File: src/rtl/rgbw_pkg.sv
// Shared RGBW lamp frame layout and SPI frame master state encoding.
package rgbw_pkg;

    localparam int IDX_LINT         = 0;
    localparam int IDX_RED          = 1;
    localparam int IDX_GREEN        = 2;
    localparam int IDX_BLUE         = 3;
    localparam int IDX_WHITE        = 4;
    localparam int IDX_COLOR        = 5;
    localparam int IDX_MODE         = 6;
    localparam int RGBW_FRAME_BYTES = 7;

    localparam logic [2:0] ST_IDLE  = 3'd0;
    localparam logic [2:0] ST_LOAD  = 3'd1;
    localparam logic [2:0] ST_SHIFT = 3'd2;
    localparam logic [2:0] ST_STALL = 3'd3;
    localparam logic [2:0] ST_END   = 3'd4;
    localparam logic [2:0] ST_GAP   = 3'd5;

endpackage

File: src/rtl/spi_clk_tick.sv
// SPI half-period tick generator: rise/fall strobes every CLK_DIV cycles while enabled.
// Latency: first rise strobe CLK_DIV cycles after enable goes high; phase restarts low when disabled.
// Backpressure: none; the strobes are advisory and the caller decides what to do with them.
module spi_clk_tick #(
    parameter int CLK_DIV = 2
) (
    input  logic clk,
    input  logic reset,
    input  logic en,
    output logic rise,
    output logic fall
);

    localparam int CW = $clog2(CLK_DIV) + 1;

    logic [CW-1:0] cnt;
    logic          phase;
    logic          half_done;

    assign half_done = (cnt == CW'(CLK_DIV - 1));
    assign rise      = en && half_done && !phase;
    assign fall      = en && half_done && phase;

    always_ff @(posedge clk) begin
        if (!reset || !en) begin
            cnt   <= '0;
            phase <= 1'b0;
        end else if (half_done) begin
            cnt   <= '0;
            phase <= ~phase;
        end else begin
            cnt   <= cnt + CW'(1);
        end
    end

endmodule

File: src/rtl/spi_frame_master.sv
// SPI mode-0 frame master: byte stream in, MSB-first sck/mosi/cs (active low) out.
// Latency: byte accepted at edge T drives cs low with its MSB at T+2; 16*CLK_DIV+1 clk per byte.
// Backpressure: tx_ready drops while the one-byte holding register is full.
module spi_frame_master
    import rgbw_pkg::*;
#(
    parameter int CLK_DIV     = 2,
    parameter int FRAME_BYTES = RGBW_FRAME_BYTES,
    parameter int CS_GAP      = 2
) (
    input  logic       clk,
    input  logic       reset,
    input  logic [7:0] tx_data,
    input  logic       tx_valid,
    input  logic       tx_last,
    output logic       tx_ready,
    output logic       sck,
    output logic       mosi,
    output logic       cs,
    output logic       busy,
    output logic [3:0] byte_cnt,
    output logic       frame_done
);

    localparam int GW = $clog2(CS_GAP) + 1;

    logic [2:0]    state;
    logic [7:0]    hold_dat;
    logic          hold_last;
    logic          hold_full;
    logic [7:0]    shift_dat;
    logic          shift_last;
    logic [2:0]    bit_cnt;
    logic [GW-1:0] gap_cnt;
    logic          tick_rise;
    logic          tick_fall;

    assign tx_ready = ~hold_full;

    spi_clk_tick #(
        .CLK_DIV (CLK_DIV)
    ) u_tick (
        .clk   (clk),
        .reset (reset),
        .en    (state == ST_SHIFT),
        .rise  (tick_rise),
        .fall  (tick_fall)
    );

    always_ff @(posedge clk) begin
        if (!reset) begin
            state      <= ST_IDLE;
            hold_dat   <= '0;
            hold_last  <= 1'b0;
            hold_full  <= 1'b0;
            shift_dat  <= '0;
            shift_last <= 1'b0;
            bit_cnt    <= '0;
            gap_cnt    <= '0;
            byte_cnt   <= '0;
            sck        <= 1'b0;
            mosi       <= 1'b0;
            cs         <= 1'b1;
            busy       <= 1'b0;
            frame_done <= 1'b0;
        end else begin
            frame_done <= 1'b0;

            if (tx_valid && !hold_full) begin
                hold_dat  <= tx_data;
                hold_last <= tx_last;
                hold_full <= 1'b1;
            end

            case (state)
                ST_IDLE: begin
                    if (hold_full) state <= ST_LOAD;
                end
                ST_LOAD: begin
                    shift_dat  <= hold_dat;
                    shift_last <= hold_last;
                    hold_full  <= 1'b0;
                    mosi       <= hold_dat[7];
                    cs         <= 1'b0;
                    busy       <= 1'b1;
                    bit_cnt    <= '0;
                    state      <= ST_SHIFT;
                end
                ST_SHIFT: begin
                    if (tick_rise) sck <= 1'b1;
                    if (tick_fall) begin
                        sck     <= 1'b0;
                        bit_cnt <= bit_cnt + 3'd1;
                        // On the last fall mosi keeps bit 0 so a stall holds the line steady.
                        if (bit_cnt == 3'd7) begin
                            byte_cnt <= byte_cnt + 4'd1;
                            if (shift_last || byte_cnt == 4'(FRAME_BYTES - 1))
                                state <= ST_END;
                            else if (hold_full)
                                state <= ST_LOAD;
                            else
                                state <= ST_STALL;
                        end else begin
                            shift_dat <= {shift_dat[6:0], shift_dat[7]};
                            mosi      <= shift_dat[6];
                        end
                    end
                end
                ST_STALL: begin
                    if (hold_full) state <= ST_LOAD;
                end
                ST_END: begin
                    cs         <= 1'b1;
                    mosi       <= 1'b0;
                    frame_done <= 1'b1;
                    gap_cnt    <= '0;
                    state      <= ST_GAP;
                end
                ST_GAP: begin
                    if (gap_cnt == GW'(CS_GAP - 1)) begin
                        busy     <= 1'b0;
                        byte_cnt <= '0;
                        state    <= ST_IDLE;
                    end else begin
                        gap_cnt  <= gap_cnt + GW'(1);
                    end
                end
                default: state <= ST_IDLE;
            endcase
        end
    end

endmodule

File: config.mk
export PLATFORM = sky130hd
export DESIGN_NAME = spi_frame_master
export DESIGN_NICKNAME = d
export VERILOG_FILES = /design/src/rtl/rgbw_pkg.sv /design/src/rtl/spi_clk_tick.sv /design/src/rtl/spi_frame_master.sv
export SDC_FILE = /design/constraint.sdc
export NUM_CORES = 1
export LEC_CHECK = 0
export ABC_AREA = 1
export BUFFER_PORTS_ARGS = -buffer_cell sky130_fd_sc_hd__buf_4
export CORE_MARGIN = 4
export CORE_UTILIZATION = 34
export CTS_CLUSTER_SIZE = 28
export DETAILED_ROUTE_END_ITERATION = 6
export PLACE_DENSITY_LB_ADDON = 0.1
export REMOVE_ABC_BUFFERS = 1
export SETUP_SLACK_MARGIN = 0.15
export SLEW_MARGIN = 10
export SYNTH_ARGS = -nofsm -noshare
export SYNTH_HDL_FRONTEND = slang
export SYNTH_SLANG_ARGS = --single-unit
File: constraint.sdc
create_clock -name clk -period 1.3 [get_ports clk]
set_clock_uncertainty 0.1 [all_clocks]
set_input_delay 0.195 -clock clk [delete_from_list [all_inputs] [get_ports clk]]
set_output_delay 0.195 -clock clk [all_outputs]
set_load 0.05 [all_outputs]
[Yosys cells after proc, flatten, opt, wreduce, memory -nomap -nowiden]
Index checks and enable logic that the tools add are counted.
Word-level totals
  flip-flop bits (word level): 39
  latch bits: 0
  bits in writable memories: 0
  memory bits (read-only): 0
  output and inout bits: 10
  memories kept: 0
Operators by class
  $add $sub $neg: 4
  multipliers: 0
  divide/modulo/power cells: 0
  magnitude comparators: 0
  equal/unequal tests: 15
  shift-type cells: 0
  mux-type cells: 27
  bitwise operators: 3
  reduce and logical (&&, ||, !) cells: 29
Operator list (count)
  $mux W3: 6
  $mux W8: 2
  $pmux W8 S2: 1
  $pmux W3 S5: 1
  $mux W4: 3
  $reduce_bool A2 Y1: 6
  $ne A2 B2 Y1 const B: 5
  $eq A3 B3 Y1 const B: 3
  $pmux W4 S2: 1
  $reduce_and A2 Y1: 4
  $reduce_and A4 Y1: 2
  $eq A3 B2 Y1 const B: 2
  $mux W1: 6
  $pmux W3 S2: 1
  $reduce_and A3 Y1: 2
  $reduce_or A2 Y1: 3
  $add A2 B1 Y2 const B: 2
  $add A4 B1 Y4 const B: 1
  $eq A2 B1 Y1 const B: 2
  $eq A4 B3 Y1 const B: 1
  $logic_and A1 B1 Y1: 4
  $logic_not A1 Y1: 4
  $mux W2: 2
  $pmux W1 S2: 2
  other kinds (9): 12

[Logic depth before layout (Yosys ltp)]
  depth in word-level cells: 6
  gate-level depth with buffers: 10
  mapped depth without buffers: 10

[By module]
A second synthesis with hierarchy kept.
Second synthesis, totals
  cell total of the unflattened synthesis: 249
  area, all modules: 1774.2 um2
By module, submodules not included
  spi_frame_master: instances 1, cells an instance 232, area each 1645.3 um2
  spi_clk_tick: instances 1, cells an instance 17, area each 128.9 um2

[Worst setup path before layout]
OpenSTA, ideal clock, no wires.
  path type: reg-to-reg
  from: register byte_cnt[0]
  to: register state[1]
  library setup time: 64 ps
  data arrival time: 1488 ps
  required time: 1136 ps
  setup slack: -352 ps
  cell stages (with the launch flop): 10
  period minus slack after synthesis: 1652 ps
  path through: dfxtp_1 > inv_1 > ha_1 > nand3_1 > nand2_1 > nor2_1 > nand2_1 > nand2_1 > nor2_1 > nor2_1
Between the ends
  word-level cells in the longest chain between the ends: 6
Ends and longest elaborated chain
  from (decl): line spi_frame_master.sv:21  | output logic [3:0] byte_cnt,
  from (signal assigned): line spi_frame_master.sv:96  | byte_cnt <= byte_cnt + 4'd1;
  $eq A4 B3 Y1: line spi_frame_master.sv:97  | if (shift_last || byte_cnt == 4'(FRAME_BYTES - 1))
  $logic_or A1 B1 Y1: line spi_frame_master.sv:97
  $mux W3: line spi_frame_master.sv:97
  $mux W3: line spi_frame_master.sv:95  | if (bit_cnt == 3'd7) begin
  $mux W3: line spi_frame_master.sv:91  | if (tick_fall) begin
  $pmux W3 S5: line spi_frame_master.sv:75  | case (state)
  to (signal assigned): line spi_frame_master.sv:77  | if (hold_full) state <= ST_LOAD;
  to (signal assigned): line spi_frame_master.sv:98  | state <= ST_END;
  to (signal assigned): line spi_frame_master.sv:100  | state <= ST_LOAD;
  to (decl): line spi_frame_master.sv:27  | logic [2:0] state;
Every way passes these cells. The select of a mux whose other input is x is not followed.
A chain may end at the register's enable or synchronous reset.

[Worst setup path after layout]
  from: register bit_cnt[1]
  to: register state[2]
Between the ends
  word-level cells in the longest chain between the ends: 3
Ends and longest elaborated chain
  from (decl): line spi_frame_master.sv:33  | logic [2:0] bit_cnt;
  from (signal assigned): line spi_frame_master.sv:93  | bit_cnt <= bit_cnt + 3'd1;
  $eq A3 B3 Y1: line spi_frame_master.sv:95
  $ne A2 B2 Y1 (no line)
  $reduce_and A4 Y1 (no line)
  to (signal assigned): line spi_frame_master.sv:98
  to (signal assigned): line spi_frame_master.sv:100
  to (signal assigned): line spi_frame_master.sv:102  | state <= ST_STALL;
Every way passes these cells.

==> impl_metrics.toml <==
[final_layout]
nFillCells = 477
nNetsFinal = 357
diodes = 0
final_core_util = 0.599
regArea_um2 = 811
area_growth_syn_to_layout_pct = 71.3
drive_above_1_share = 0.521
multi_input_area_um2 = 1200

[place]
dp_hpwl_um = 3140
dp_slack_ns = -0.235
io_buffers = 21
gp_congestion = 0.850

[floorplan]
row_count = 26
io_pins = 22
die-area_um2 = 6470
die_h_um = 80.5
initial_core_util = 0.350
core_area_um2 = 5110
die_w_um = 80.5

[clock_network]
clockRootBuffer = "clkbuf_8"
htree_levels = 2
cts_buffer_depth = 2
cts_hold_buf = 0
cts-buffers-inserted = 5
path_clk_slew_ns = 0.09
tritoncts = "built"
cts.sinks = 39
clock_latency_ns = 0.29

[synth]
async_flop_share = 0
ys_ff_latch = 39
ys_warn_count = 0
ys_seq_area_frac = 0.437
syn_avg_cell_area_um2 = 6.97
synth_edf_count = 0
ys_types = 24
synthCells = 256
dominantRegCellSynth = "dfxtp_1"
syn_area_um2 = 1790

[worst_setup_path]
critical_path_class = "register to register"
crit_chain = "ha_4, ha_4, nor2_2, buf_4, a21oi_1, nand3_1, a21oi_1"
cp_slowest_cell = "dfxtp_4"
worst-path-max-fanout = 2
crit_path_end_kind = "register"
setup.worst_path.start_class = "register"
cp_slowest_stage_delay_ns = 0.36
critical-path-top-delay-family = "flip-flops"
arrival_ns = 1.50
crit_buf_inv = 1
cp.required_ns = 1.36

[power]
powerDensity_nw_per_um2 = 1890
switching_share = 0.408
seq_power_share = 0.288
power_mw = 5.79
switchingPower_mw = 2.36
combPwrFrac = 0.559
clkPwrFrac = 0.153
cellLeakagePower_nw = 1.38
internal-power_mw = 3.43
ir_drop_v = 0.00146

[route]
dr.pass1.iters = 6
wl_per_cell_um = 12.7
antenna_left = 0
vias = 1905
drt-total-wl_um = 5210
first_iter_violations = 68
drc = 0
vias_per_cell = 4.65

[sta]
relSlewSlack = 0.631
setup_tns_ns = -1.93
whs_ns = 0.0243
worstMarginPinSlew_ns = 0.554
drv_slew = 0
min_period_ns = 1.44
post-route-period-util = 1.11
layout_setup_ws_ns = -0.144
max_freq_ghz = 0.693
hold_viol_final = 0
rsz0062_at_grt = "yes"
final-setup-viol-count = 23

[status]
violations = "setup timing"
status = "finished with violations"

[grt]
grt_max_degree = 18
antenna_found_initial = 0
grt_pass1_vias = 1877
groute.usage.overall = 0.168
grt_pass1_wl_um = 8530
grt.overflow.total = 0

[run]
maxCapViolCount = 0

[min_path]
hold_class = "input pin to register"
==> cell usage in the layout, fill, tap and decap left out, types with 5 or more instances in the layout <==
| master | n |
|---|---|
| a21oi_1 | 10 |
| buf_4 | 54 |
| buf_6 | 23 |
| buf_8 | 5 |
| clkbuf_8 | 6 |
| dfxtp_1 | 23 |
| dfxtp_2 | 12 |
| inv_1 | 9 |
| inv_2 | 8 |
| inv_4 | 6 |
| nand2_1 | 40 |
| nand2_2 | 13 |
| nand2_4 | 7 |
| nand3_1 | 9 |
| nor2_1 | 42 |
| nor2_2 | 6 |
| nor2_4 | 7 |
| o21ai_0 | 9 |
| o21ai_1 | 14 |
==> layer usage <==
layer	vias to the layer above	wire length, um	global-route usage
met1	876	2290	0.205
met5	-	0	0
met2	31	2680	0.290
li1	989	-	-
met3	9	155	0.0392
met4	0	85	0.0524
==> tightest hold or removal path: cells and delay by family <==
family,cells,cell delay (ns)
AOI/OAI and AO/OA,1,0.05
and+or+nand+nor,1,0.07
buffers and inverters,1,0.07
==> cell families after synthesis <==
logic type	synth area share
flip-flops	0.437
AO/OA/AOI/OAI	0.133
buffers and inverters	0.0659
XOR/XNOR	0.00491
adder cells (fa/ha/maj)	0.0420
AND/OR/NAND/NOR	0.317
==> Yosys cell counts, types with 4 or more instances <==
library cell	number	area, um2
nand3_1	14	70.1
clkbuf_1	5	18.8
a21oi_1	13	65.1
o21ai_0	22	110
inv_2	4	15.0
inv_1	19	71.3
o21ai_1	4	20.0
nand2_1	61	229
nor2_1	52	195
ha_1	6	75.1
dfxtp_1	39	781
==> metrics by stage <==
stage | cell area (um2) | instances
floorplan | 1750 | 249
global placement | 2280 | 378
detailed placement | 2280 | 378
CTS | 2800 | 402
global route | 3060 | 410
finish | 3060 | 410
==> final timing paths <==
| kind | startpoint | cells past startpoint | to | slack [ns] |
|---|---|---|---|---|
| max reg2reg | bit_cnt[1] | 7 | state[2] | -0.14 |
| max | bit_cnt[1] | 7 | state[2] | -0.14 |
| min | tx_data[1] | 3 | hold_dat[1] | 0.02 |
| min reg2reg | u_tick.cnt[0] | 1 | u_tick.cnt[0] | 0.34 |
==> power by group through the flow <==
stage	clock (mW)	combinational (mW)	sequential, mW
4_1_cts	0.916	2.75	1.64
3_5_place_dp	0	2.06	1.60
5_1_grt	0.960	3.55	1.70
2_1_floorplan	0	1.18	1.70
6_report	0.886	3.24	1.67
3_3_place_gp	0	2.06	1.61
==> flip-flops by register name (all words and copies together) (netlist names), 2 cells and up <==
register	flops
byte_cnt	4
hold_dat	8
u_tick.cnt	2
gap_cnt	2
shift_dat	8
bit_cnt	3
state	3
==> final cells by class <==
cell class / count / area share
timing repair buffer: 83 / 0.248
clock buffer: 6 / 0.0270
inverter: 23 / 0.0331
sequential: 39 / 0.265
clock inverter: 2 / 0.00450
tap: 70 / 0.0286
multi-input combinational: 187 / 0.393
==> timing repair <==
| action | 4_1_cts | 5_1_grt |
|---|---|---|
| hold endpoints to repair | 0 | 0 |
| pin swaps | 19 | 20 |
| setup endpoints to repair | 36 | 47 |
| resized for setup | 96 | 60 |
| setup buffers | 16 | 8 |
Note: power is estimated with default switching activity, not from simulation.
